**src/rtl/pipe_pkg.sv**
```systemverilog
// Shared pipeline-register definitions: control-bit positions and default widths/masks
// so every pipeline register in the core agrees on where each control bit lives.
package pipe_pkg;

  localparam int CTRL_REGWRITE = 0;
  localparam int CTRL_MEMTOREG = 1;
  localparam int CTRL_MEMWRITE = 2;
  localparam int CTRL_MEMREAD  = 3;
  localparam int CTRL_BRANCH   = 4;
  localparam int CTRL_JUMP     = 5;
  localparam int CTRL_RET      = 6;

  localparam int CTRL_W_DEF = 7;
  localparam int DATA_W_DEF = 81;

  // A hazard kill squashes only the return bit by default.
  localparam logic [CTRL_W_DEF-1:0] KILL_MASK_DEF = 7'(1 << CTRL_RET);

endpackage

```
**src/rtl/pipe_stage.sv**
```systemverilog
// One pipeline-register stage: valid/ctrl/payload registers plus its advance/ready logic.
// Control bits are cleared whenever the stage goes empty; payload is never reset.
module pipe_stage
  import pipe_pkg::*;
#(
  parameter int CTRL_W = CTRL_W_DEF,
  parameter int DATA_W = DATA_W_DEF
) (
  input  logic              clk,
  input  logic              rst,
  input  logic              flush,
  input  logic              load,
  input  logic [CTRL_W-1:0] load_ctrl,
  input  logic [DATA_W-1:0] load_data,
  input  logic              down_ready,
  output logic              valid,
  output logic [CTRL_W-1:0] ctrl,
  output logic [DATA_W-1:0] data,
  output logic              advance,
  output logic              ready
);

  logic              valid_r;
  logic [CTRL_W-1:0] ctrl_r;
  logic [DATA_W-1:0] data_r;
  logic              advance_s;

  assign advance_s = valid_r & down_ready;
  assign advance   = advance_s;
  assign ready     = ~valid_r | advance_s;
  assign valid     = valid_r;
  assign ctrl      = ctrl_r;
  assign data      = data_r;

  // Valid and control state: reset, flush, load, drain-to-empty or hold.
  always_ff @(posedge clk) begin
    if (rst) begin
      valid_r <= 1'b0;
      ctrl_r  <= {CTRL_W{1'b0}};
    end else if (flush) begin
      valid_r <= 1'b0;
      ctrl_r  <= {CTRL_W{1'b0}};
    end else if (load) begin
      valid_r <= 1'b1;
      ctrl_r  <= load_ctrl;
    end else if (advance_s) begin
      valid_r <= 1'b0;
      ctrl_r  <= {CTRL_W{1'b0}};
    end else begin
      valid_r <= valid_r;
      ctrl_r  <= ctrl_r;
    end
  end

  // Payload captures on load only; it simply holds otherwise.
  always_ff @(posedge clk) begin
    if (!rst && !flush && load) begin
      data_r <= load_data;
    end else begin
      data_r <= data_r;
    end
  end

endmodule

```
**src/rtl/pipe_stage_chain.sv**
```systemverilog
// Chain of STAGES pipeline registers with valid/ready handshake, bubble collapsing,
// whole-chain flush, hazard-kill mask on entry and an occupancy counter.
module pipe_stage_chain
  import pipe_pkg::*;
#(
  parameter int                STAGES    = 2,
  parameter int                CTRL_W    = CTRL_W_DEF,
  parameter int                DATA_W    = DATA_W_DEF,
  parameter logic [CTRL_W-1:0] KILL_MASK = KILL_MASK_DEF
) (
  input  logic                        clk,
  input  logic                        rst,
  input  logic                        flush,
  input  logic                        clr_hazard,
  input  logic                        in_valid,
  output logic                        in_ready,
  input  logic [CTRL_W-1:0]           in_ctrl,
  input  logic [DATA_W-1:0]           in_data,
  output logic                        out_valid,
  input  logic                        out_ready,
  output logic [CTRL_W-1:0]           out_ctrl,
  output logic [DATA_W-1:0]           out_data,
  output logic [$clog2(STAGES+1)-1:0] occupancy
);

  localparam int OCC_W = $clog2(STAGES + 1);

  logic              accept_s;
  logic              deq_s;
  logic [CTRL_W-1:0] kill_s;
  logic [OCC_W-1:0]  occ_r;

  // Mask applied to the entering control word.
  always_comb begin
    kill_s = {CTRL_W{1'b0}};
    if (clr_hazard) begin
      kill_s = KILL_MASK;
    end else begin
      kill_s = {CTRL_W{1'b0}};
    end
  end

  for (genvar k = 0; k < STAGES; k++) begin : g_stage
    logic              valid_s;
    logic              ready_s;
    logic              advance_s;
    logic              load_s;
    logic              down_ready_s;
    logic [CTRL_W-1:0] ctrl_s;
    logic [CTRL_W-1:0] load_ctrl_s;
    logic [DATA_W-1:0] data_s;
    logic [DATA_W-1:0] load_data_s;

    if (k == 0) begin : g_head
      assign load_s      = accept_s;
      assign load_ctrl_s = in_ctrl & ~kill_s;
      assign load_data_s = in_data;
    end else begin : g_body
      assign load_s      = g_stage[k-1].advance_s;
      assign load_ctrl_s = g_stage[k-1].ctrl_s;
      assign load_data_s = g_stage[k-1].data_s;
    end

    // Ready ripples back from the output, so an empty stage fills even under stall.
    if (k == STAGES - 1) begin : g_tail
      assign down_ready_s = out_ready;
    end else begin : g_mid
      assign down_ready_s = g_stage[k+1].ready_s;
    end

    pipe_stage #(
      .CTRL_W (CTRL_W),
      .DATA_W (DATA_W)
    ) u_stage (
      .clk        (clk),
      .rst        (rst),
      .flush      (flush),
      .load       (load_s),
      .load_ctrl  (load_ctrl_s),
      .load_data  (load_data_s),
      .down_ready (down_ready_s),
      .valid      (valid_s),
      .ctrl       (ctrl_s),
      .data       (data_s),
      .advance    (advance_s),
      .ready      (ready_s)
    );
  end

  assign in_ready  = g_stage[0].ready_s;
  assign accept_s  = in_valid & g_stage[0].ready_s & ~flush;
  assign deq_s     = g_stage[STAGES-1].advance_s;
  assign out_valid = g_stage[STAGES-1].valid_s;
  assign out_ctrl  = g_stage[STAGES-1].ctrl_s;
  assign out_data  = g_stage[STAGES-1].data_s;
  assign occupancy = occ_r;

  // Occupancy tracks accepts and consumptions; flush empties the chain.
  always_ff @(posedge clk) begin
    if (rst) begin
      occ_r <= {OCC_W{1'b0}};
    end else if (flush) begin
      occ_r <= {OCC_W{1'b0}};
    end else begin
      case ({accept_s, deq_s})
        2'b10:   occ_r <= occ_r + OCC_W'(1);
        2'b01:   occ_r <= occ_r - OCC_W'(1);
        default: occ_r <= occ_r;
      endcase
    end
  end

endmodule

```
**config.mk**
```make
export PLATFORM = sky130hd
export DESIGN_NAME = pipe_stage_chain
export DESIGN_NICKNAME = d
export VERILOG_FILES = /design/src/rtl/pipe_pkg.sv /design/src/rtl/pipe_stage.sv /design/src/rtl/pipe_stage_chain.sv
export SDC_FILE = /design/constraint.sdc
export NUM_CORES = 1
export LEC_CHECK = 0
export CAP_MARGIN = 30
export CELL_PAD_IN_SITES_DETAIL_PLACEMENT = 1
export CELL_PAD_IN_SITES_GLOBAL_PLACEMENT = 1
export CORE_MARGIN = 2
export CORE_UTILIZATION = 56
export CTS_BUF_LIST = sky130_fd_sc_hd__clkbuf_16
export DETAILED_ROUTE_END_ITERATION = 10
export DONT_BUFFER_PORTS = 1
export GPL_TIMING_DRIVEN = 0
export PLACE_DENSITY = 0.86
export SLEW_MARGIN = 15
export SYNTH_ARGS = -nofsm -noshare
export SYNTH_HDL_FRONTEND = slang
export SYNTH_SLANG_ARGS = --single-unit
```
**constraint.sdc**
```tcl
create_clock -name clk -period 5.8 [get_ports clk]
set_clock_uncertainty 0.1 [all_clocks]
set_input_delay 0.58 -clock clk [delete_from_list [all_inputs] [get_ports clk]]
set_output_delay 0.58 -clock clk [all_outputs]
set_load 0.02 [all_outputs]
```
# Word level (Yosys, flattened, before mapping)
# Index checks and enable logic that the tools add are counted.
# word_totals
ff_bits,180
in_bits,94
output_inout_bits,92
word_cells,41
# op_classes
n_addsub,2
n_eq_ne,2
n_mux,10
bitwise,11
n_reduce_logical,9
# op_table
operator,count
$mux 7,5
$and 7x7->7,1
$not 7->7,1
$reduce_bool 2->1,3
$and 1x1->1,4
$mux 1,4
$pmux 2 s2,1
$logic_and 1x1->1,3
$not 1->1,3
$add 2x1->2 const B,1
$eq 2x1->1 const B,1
$eq 2x2->1 const B,1
$logic_not 1->1,2
$or 1x1->1,2
$reduce_or 2->1,1
$sub 2x1->2 const B,1

# Logic depth before layout (Yosys ltp)
# logic_depth
word_depth,8
mapped_depth,6
mapped_depth_nobuf,6

# Hierarchy
# Synthesis repeated with hierarchy kept, for this count alone.
# hier_totals
cells_unflattened,217
area_unflattened_um2,5549.1
# by_module_without_submodules
module,n_inst,cells_per_inst,area_per_inst_um2,seq_area_each_um2
pipe_stage,2,102,2717.6,2592.5
pipe_stage_chain,1,13,113.9,40.0

# Least setup slack after synthesis
# No wires, ideal clock.
# synth_path
kind,input to register
startpoint,input port flush
endpoint,"register g_stage[1].u_stage.data_r[0], enable pin"
setup_time_ns,0.405
arrival_ns,1.878
required_ns,5.295
slack_ns,3.417
cell_stages,3
n_path_buf,1
path_cell_list,nor2_1 -> and3_1 -> buf_2
# synth_via
elab_chain_cells,3
# synth_lines
element,line,source
"start, declared",pipe_stage_chain.sv:13,"input logic flush,"
$logic_not 1->1,pipe_stage.sv:57,if (!rst && !flush && load) begin
$logic_and 1x1->1 (2 in a row),pipe_stage.sv:57,
"end signal, assigned",pipe_stage.sv:58,data_r <= load_data;
"end signal, assigned",pipe_stage.sv:60,data_r <= data_r;
"end, declared",pipe_stage.sv:25,logic [DATA_W-1:0] data_r;
# No other way between the ends.
# A chain may end at the register's enable or synchronous reset.

# Worst setup path in the final report
# layout_path
startpoint,register g_stage[1].u_stage.valid_r
endpoint,"register g_stage[0].u_stage.data_r[78], enable pin"
# layout_via
elab_chain_cells,7
word_cells_on_any_way,8
classes_between,bitwise: 7; reduce/logical: 1
# layout_lines
element,line,source
"start, declared",pipe_stage.sv:23,logic valid_r;
"start signal, assigned",pipe_stage.sv:50,valid_r <= valid_r;
$and 1x1->1 or $not 1->1 (tied branches),"pipe_stage.sv:28, pipe_stage.sv:30",
$or 1x1->1 *,pipe_stage.sv:30,assign ready = ~valid_r | advance_s;
$and 1x1->1 *,pipe_stage.sv:28,assign advance_s = valid_r & down_ready;
$or 1x1->1 *,pipe_stage.sv:30,
named net in_ready,pipe_stage_chain.sv:16,"output logic in_ready,"
$and 1x1->1 * (2 in a row),pipe_stage_chain.sv:91,assign accept_s = in_valid & g_stage[0].ready_s & ~flush;
$logic_and 1x1->1 *,pipe_stage.sv:57,
"end signal, assigned",pipe_stage.sv:58,
"end signal, assigned",pipe_stage.sv:60,
"end, declared",pipe_stage.sv:25,
# Mark *: on every way through the listed nets, which the timed path passes. The rest lies on a longest branch.

==> results.yml <==
synthesis:
  async_reset_ff_share_pct: 0
  syn-instance-count: 221
  netlist_area_um2: 5560
  syn-num-nets: 316
  synth_edf_count: 162
  ys.flop_type: "sky130_fd_sc_hd__edfxtp_1"
  synth.ff_latch_count: 180
  syn_area_per_cell_um2: 25.2
  yosysWarningCount: 0
  ys_seq_area_share_pct: 94.0
  post_synth_num_cell_types: 25
drt:
  wirelength_um: 9120
  post_drt_wl_per_cell_um: 23.4
  drt_first_pass_iters: 4
  final_antenna_net_count: 0
  drt_first_iter_violations: 105
  vias_per_cell: 5.41
  num_vias: 2104
  drc: 0
timing:
  min_period_ns: 1.96
  finalWorstSetupSlack_ns: 3.84
  unrepaired_setup_endpoints_after_global_routing: "false"
  hold-worst-slack_ns: 0.160
  drv_slew: 0
  timing.fmax_mhz: 511
  final_worst_path_cycle_share_pct: 33.7
  final_hold_viol_count: 0
  timing_worst_slew_pin_value_ns: 0.780
  final-setup-viol-count: 0
  totalNegativeSetupSlack_ns: 0
  slew-limit-headroom_pct: 48.0
worst_setup_path:
  element_type_at_the_critical_path_start: "flop"
  timing.critical_path.required_ns: 5.74
  crit_path_end_kind: "flop"
  arrival_ns: 1.90
  criticalPathCategory: "flop to flop"
  worst-path-max-fanout: 88
placement:
  placement.setup.worst_slack_ns: 3.70
  place_area_um2: 5760
  buffer_ports.inserted: 0
  placer_congestion_estimate: 0.719
pwr:
  power.leakage_nw: 2.07
  vdd_ir_drop_max_mv: 0.198
  power_density_nw_per_um2: 406
die:
  floorplan.core_area_um2: 9680
  die-height_um: 104
  floorplan.initialDensity_pct: 57.4
  std_cell_rows: 36
  design.portCount: 186
  floorplan.die_area_um2: 10700
  die_x_um: 104
clock_tree:
  clkTransAtPathRegs_ns: 0.07
  h_tree_depth: 4
  tritoncts: "yes"
  worst_skew_pair.late_latency_ns: 0.41
  cts_post_setup_buffers_inserted: 0
  clock-sinks: 180
  cts_buffer_depth: 2
  ctsRootBufferMaster: "sky130_fd_sc_hd__clkbuf_16"
  cts-buffers-inserted: 17
  hold_buffers: 0
  cts_resized: 0
finish:
  areaGrowthSynthToFinish_pct: 14.0
  finalCoreUtilization_pct: 65.5
  fillcell_total: 747
  final_nets: 336
  layout_commonest_cell: "sky130_fd_sc_hd__edfxtp_1"
  fin_area_um2: 6340
  layout_common_cells: "sky130_fd_sc_hd__edfxtp_1, sky130_fd_sc_hd__dfxtp_1, sky130_fd_sc_hd__clkbuf_16"
  post_route_cells_drive_above_1_share_pct: 15.4
global_routing:
  globalRoute.totalOverflow: 0
  global_route.usage.total_pct: 17.7
  first_global_vias: 2150
  global_route_wire_length_before_repair_um: 13200
  grt_antenna_before_repair: 4
  grt_start_max_net_pins: 89
flow_run:
  maxCapViolations: 0
status:
  status: "finished, final reports clean"
min_path:
  hold_path.class: "input pin to flop"
-- Yosys cell counts (2+ instances only) --
cell | n | area, um2
sky130_fd_sc_hd__inv_1 | 3 | 11.3
sky130_fd_sc_hd__edfxtp_1 | 162 | 4860
sky130_fd_sc_hd__nor2_1 | 2 | 7.51
sky130_fd_sc_hd__a21oi_1 | 3 | 15.0
sky130_fd_sc_hd__dfxtp_1 | 18 | 360
sky130_fd_sc_hd__a22o_1 | 13 | 114
sky130_fd_sc_hd__buf_6 | 2 | 22.5
-- routing by layer --
metal	share of wire [%]	wire, um	global-route usage (%)
met1	37	3330	19.3
met2	49	4480	27.4
met3	12	1100	10.1
met4	2.0	185	9.36
met5	0.25	23	0
-- worst max-delay path, stage by stage, from the launching register on --
cell	delay [ns]
sky130_fd_sc_hd__dfxtp_1	0.43
sky130_fd_sc_hd__nand3b_4	0.21
sky130_fd_sc_hd__and3_4	0.20
sky130_fd_sc_hd__buf_6	0.57
-- metrics by stage --
step | power [mW] | cells
after floorplan | 1.50 | 221
after global placement | 1.50 | 354
after detailed placement | 1.51 | 355
after CTS | 2.60 | 387
after global routing | 2.66 | 387
final | 2.57 | 389
-- state kept, by name, indices dropped and copies added, names as in the netlist --
signal	flops
g_stage.u_stage.data	162
g_stage.u_stage.ctrl	14
g_stage.u_stage.valid	2
occupancy	2
-- worst paths after layout --
kind                                from                           to  slack [ns]  depth (start not counted)
max             g_stage[1].u_stage.valid  g_stage[0].u_stage.data[78]        3.84                          3
min                           in_data[4]   g_stage[0].u_stage.data[4]        0.16                          0
max reg2reg     g_stage[1].u_stage.valid  g_stage[0].u_stage.data[78]        3.84                          3
min reg2reg  g_stage[0].u_stage.data[55]  g_stage[1].u_stage.data[55]        0.32                          0
-- kinds of logic after synthesis --
family,share of synthesized area (%)
DFF,94.0
buffers and inverters,0.697
and+or+nand+nor,1.91
adders and majority gates,0.225
xor gates and xnor gates,0.315
AOI/OAI and AO/OA,2.88
-- power breakdown --
group | internal [mW] | leakage (nW) | switching, mW
Sequential | 1.44 | 1.62 | 0.0162
Clock | 0.637 | 0.285 | 0.456
Combinational | 0.00702 | 0.165 | 0.0174
Total | 2.08 | 2.07 | 0.490
-- final cells by class --
cell class	count	area (um2)	share of cell area [%]
antenna	2	5.00	0.0789
buffer	3	30.0	0.474
clock buffer	17	425	6.71
clock inverter	15	154	2.43
inverter	3	11.3	0.178
multi-input combinational	35	297	4.68
sequential	180	5230	82.4
tap	133	166	2.62
timing repair buffer	1	27.5	0.434
Power figures use the tool's default switching activity.
